**src/rtl/uart_pkg.sv**
```systemverilog
// Shared UART definitions: frame FSM states, line levels and parity helper.
// Used by both the transmit and receive sides of the link.
package uart_pkg;

    typedef enum logic [2:0] {
        IDLE,
        START,
        DATA,
        PARITY,
        STOP
    } uart_state_e;

    localparam logic START_BIT = 1'b0;
    localparam logic STOP_BIT  = 1'b1;
    localparam int   DATA_BITS = 8;

    // Even parity when odd=0: the returned bit makes the total count of ones even.
    function automatic logic parity_of(input logic [DATA_BITS-1:0] b, input logic odd);
        return (^b) ^ odd;
    endfunction

endpackage

```
**src/rtl/uart_baud_gen.sv**
```systemverilog
// Bit-period divider: counts 0..CLKS_PER_BIT-1 and pulses tick on the terminal count.
// restart holds the count at zero so the first bit period starts cleanly.
module uart_baud_gen #(
    parameter int CLKS_PER_BIT = 5220
) (
    input  logic clk,
    input  logic clr,
    input  logic restart,
    output logic tick
);

    localparam int CW = (CLKS_PER_BIT > 1) ? $clog2(CLKS_PER_BIT) : 1;
    localparam logic [CW-1:0] TERM = CW'(CLKS_PER_BIT - 1);

    logic [CW-1:0] cnt;

    assign tick = (cnt == TERM) && !restart;

    always_ff @(posedge clk) begin
        if (clr || restart) begin
            cnt <= '0;
        end else if (cnt == TERM) begin
            cnt <= '0;
        end else begin
            cnt <= cnt + 1'b1;
        end
    end

endmodule

```
**src/rtl/uart_transmitter.sv**
```systemverilog
// UART transmit side: accepts a byte over a four-phase req/ack handshake and
// serialises start, d0..d7 (LSB first), optional parity and stop onto txd.
module uart_transmitter
    import uart_pkg::*;
#(
    parameter int CLKS_PER_BIT = 5220,
    parameter bit PARITY_EN    = 1'b1,
    parameter bit PARITY_ODD   = 1'b0
) (
    input  logic       clk,
    input  logic       clr,
    input  logic       req,
    input  logic [7:0] data,
    output logic       ack,
    output logic       txd,
    output logic       busy
);

    uart_state_e          state;
    logic [DATA_BITS-1:0] shreg;
    logic                 par;
    logic [2:0]           bit_idx;
    logic                 armed;
    logic                 tick;
    logic                 accept;

    // A request held high through reset is stale: it must be dropped and
    // re-raised before it can start a frame, just like after a normal ack.
    assign accept = (state == IDLE) && req && !ack && armed;
    assign busy   = (state != IDLE);

    uart_baud_gen #(
        .CLKS_PER_BIT(CLKS_PER_BIT)
    ) u_baud (
        .clk    (clk),
        .clr    (clr),
        .restart(state == IDLE),
        .tick   (tick)
    );

    always_ff @(posedge clk) begin
        if (clr) begin
            state   <= IDLE;
            txd     <= STOP_BIT;
            ack     <= 1'b0;
            bit_idx <= '0;
            armed   <= !req;
        end else begin
            if (accept) begin
                ack <= 1'b1;
            end else if (ack && !req) begin
                ack <= 1'b0;
            end

            if (!req) begin
                armed <= 1'b1;
            end else if (accept) begin
                armed <= 1'b0;
            end

            case (state)
                IDLE: begin
                    if (accept) begin
                        shreg <= data;
                        par   <= parity_of(data, PARITY_ODD);
                        txd   <= START_BIT;
                        state <= START;
                    end
                end
                START: begin
                    if (tick) begin
                        txd     <= shreg[0];
                        shreg   <= shreg >> 1;
                        bit_idx <= '0;
                        state   <= DATA;
                    end
                end
                DATA: begin
                    if (tick) begin
                        if (bit_idx == 3'(DATA_BITS - 1)) begin
                            if (PARITY_EN) begin
                                txd   <= par;
                                state <= PARITY;
                            end else begin
                                txd   <= STOP_BIT;
                                state <= STOP;
                            end
                        end else begin
                            txd     <= shreg[0];
                            shreg   <= shreg >> 1;
                            bit_idx <= bit_idx + 1'b1;
                        end
                    end
                end
                PARITY: begin
                    if (tick) begin
                        txd   <= STOP_BIT;
                        state <= STOP;
                    end
                end
                STOP: begin
                    if (tick) begin
                        state <= IDLE;
                    end
                end
                default: begin
                    state <= IDLE;
                end
            endcase
        end
    end

endmodule

```
**config.mk**
```make
export PLATFORM = sky130hd
export DESIGN_NAME = uart_transmitter
export DESIGN_NICKNAME = d
export VERILOG_FILES = /design/src/rtl/uart_pkg.sv /design/src/rtl/uart_baud_gen.sv /design/src/rtl/uart_transmitter.sv
export SDC_FILE = /design/constraint.sdc
export NUM_CORES = 1
export LEC_CHECK = 0
export CORE_MARGIN = 5
export CORE_UTILIZATION = 40
export DETAILED_ROUTE_END_ITERATION = 7
export PLACE_DENSITY = 0.55
export SLEW_MARGIN = 20
export SYNTH_ARGS = -nofsm -noshare
export SYNTH_HDL_FRONTEND = slang
export SYNTH_SLANG_ARGS = --single-unit
```
**constraint.sdc**
```tcl
create_clock -name clk -period 4.1 [get_ports clk]
set_input_delay 1.23 -clock clk [delete_from_list [all_inputs] [get_ports clk]]
set_output_delay 1.23 -clock clk [all_outputs]
set_load 0.005 [all_outputs]
```
==> summary.txt <==
Status
  – Status: complete, no violations

Cells and area
  – Fin cells: 215
  – Fraction of layout cells with a size suffix above 1: 0.126
  – Sequential Area: about 720 µm²
  – Area Growth Syn to Fin: 15.4%
  – Fillers: 357
  – Antenna Cells: 0
  – Multi-input gate area: 785 µm²
  – Nets: 180

Synth
  – Sequential fraction of the synthesis area: 0.462
  – Top-area cell type share of the netlist area: 0.269
  – Synthesized area per cell: 10.3 µm²
  – Cells after Synth: around 150
  – Post-synthesis register bit count: 31
  – Net Count, Synth: 165
  – Total number of yosys warnings: 0
  – Yosys cell types: 40
  – Largest cells by area after synthesis: dfxtp_1, edfxtp_1, xnor2_1, mux2_2, nor2_1
  – EDFF count, synth: 10
  – Ys flop type: dfxtp_1
  – Fraction of registers with async set or reset after synthesis: 0
  – Synth area leader: dfxtp_1
  – Cell area after synthesis: approximately 1600 µm²

Setup path
  – CP top delay family: buffers and inverters
  – Worst setup path class: reg -> out
  – Critical Path, Cell by Cell: nor3_1, inv_1, clkdlybuf4s50_1
  – Worst Path Required: about 2.9 ns
  – Crit path launch type: flip-flop
  – CP arrival: about 1.7 ns
  – Slowest cell on crit path: clkdlybuf4s50_1
  – Crit end category: output port
  – Crit path buf inv count: 2
  – Worst Path Max Fanout: 9
  – Crit-path max cell delay: 0.46 ns

Die
  – Core area: 3720 µm²
  – Chip height: around 72 µm
  – # IOs: 14
  – Die width: 72.5 µm
  – Initial Util: 0.420
  – Die area: approximately 5300 µm²
  – FP Rows: 22

Route
  – Initial DRC Count: 73
  – DRT antenna net count: 0
  – Routed vias: 1076
  – WL final: ~2.7 mm
  – DRC viols: 0
  – Vias per cell: 5.00
  – DR WL/cell: about 12 µm
  – Initial DRT Pass Iterations: 4

Job
  – Max Cap Viol: 0

Pwr
  – Maximum vdd drop: between 0.15 and 0.2 mV
  – P per Cell Area: 347 nW/µm²
  – Power after layout: 625 µW
  – Pleak: roughly 0.6 nW

GRT
  – Global-route usage over all layers: 0.111
  – First-pass GRT wire length: 4.40 mm
  – Initial antenna violation count: 0
  – Largest net degree at the start of global routing: 15
  – Remaining global-route overflow: 0
  – Number of global-route vias before repair: 1020

CTS
  – H-tree levels: 2
  – PostCTS Resize Cnt: 0
  – Total CTS buffers: 5
  – Clock sink count: 31
  – Clock transition at path regs: about 0.070 ns
  – Clock Latency Late Sink: 0.28 ns
  – Cts hold-fix bufs: 0
  – Post CTS Setup Buffer Count: 0
  – Root buf cell: clkbuf_8
  – Clock buffer depth: 2
  – TritonCTS clock tree: yes

Placement
  – Detailed Place HPWL: 2.03 mm
  – Port Buf Inserts: 13
  – GPL Wtd Cong: 0.771
  – Placed cells: 207

Timing
  – Setup TNS: 0 ns
  – Worst-Margin Slew: roughly 0.45 ns
  – Clock skew: roughly 0.0098 ns
  – Final hold vios: 0
  – Final Cycle Share: 0.711
  – Max-slew headroom: 0.697
  – Final Setup Violations: 0
  – Final worst path period need: 2.92 ns
  – Final count of pins violating max slew: 0
  – Maximum clock rate: 343 MHz
  – RSZ-0062 raised after global routing: no

Min path
  – Min-Delay Path Class: reg -> reg
## path summary, 6_finish.rpt
kind	start	end	slack (ns)	cells past startpoint
worst max-delay path	state[2]	busy	1.18	3
worst min-delay path	u_baud.cnt[0]	u_baud.cnt[0]	0.47	1
worst max register to register	u_baud.cnt[0]	shreg[2]	2.02	5
worst min register to register	u_baud.cnt[0]	u_baud.cnt[0]	0.47	1
## metal layers
layer,up-vias,GRT usage,routed length (µm)
met5,-,0,0
met4,0,0.0676,44
met3,4,0.0346,111
met2,18,0.178,1230
met1,494,0.130,1280
li1,560,-,-
## cell type report
class                           count  share of cell area
Clock buffer                        8              0.0444
Tap cell                           48              0.0333
Sequential cell                    31               0.400
Inverter                            7              0.0146
Multi-Input combinational cell    108               0.435
Timing Repair Buffer               13              0.0722
## logic make-up (layout without fill, tap and decap cells)
group / Yosys count / in the layout / synth area share
muxes: 10 / 10 / 0.0713
adders and majority gates: 3 / 3 / 0.0240
buffers and inverters: 12 / 28 / 0.0361
xor gates and xnor gates: 20 / 20 / 0.112
and+or+nand+nor: 62 / 62 / 0.224
DFF: 31 / 31 / 0.462
AOI/OAI and AO/OA: 13 / 13 / 0.0705
## placed cells by master (no fill, tap or decap), types with 4 or more instances in the layout
master / n
edfxtp_1: 10
mux2_2: 8
nor2_1: 20
nor2b_1: 4
nand3_1: 5
inv_1: 7
nand4_1: 4
xor2_1: 8
dfxtp_1: 21
clkbuf_8: 5
clkdlybuf4s50_1: 13
nand2_1: 7
nor3_1: 7
xnor2_1: 12
## state kept, by name, indices dropped and copies added (netlist names)
| signal | count |
|---|---|
| ack | 1 |
| armed | 1 |
| bit_idx | 3 |
| par | 1 |
| shreg | 8 |
| state | 3 |
| txd | 1 |
| u_baud.cnt | 13 |
## through the flow
stage | hold slack, ns | setup slack (ns) | instance area, µm² | util
floorplan | 0.430 | 2.01 | 1560 | -
global placement | 0.446 | 1.19 | 1720 | 0.463
detailed placement | 0.455 | 1.13 | 1720 | 0.463
CTS | 0.470 | 1.17 | 1800 | 0.485
global route | 0.502 | 1.06 | 1800 | 0.485
finish | 0.470 | 1.18 | 1800 | 0.485
## where the power goes
part	leakage, nW	total, mW	internal (mW)	switching, mW
sequential	0.263	0.334	0.329	0.00475
combinational	0.295	0.0621	0.0345	0.0276
clock	0.0395	0.229	0.120	0.109
## cell usage after synthesis (2+ instances only)
library cell,number
nor2b_1,4
mux2_2,8
edfxtp_1,10
nor3_1,7
a21oi_1,2
inv_1,7
nor4b_2,2
nand2b_1,3
dfxtp_1,21
o41ai_1,2
xnor2_1,12
a211o_1,2
ha_1,3
nand3_1,5
buf_2,2
xor2_1,8
nor2_1,20
and4_1,2
nand4_1,4
nand2_1,7
(Power assumes the default switching activity.)
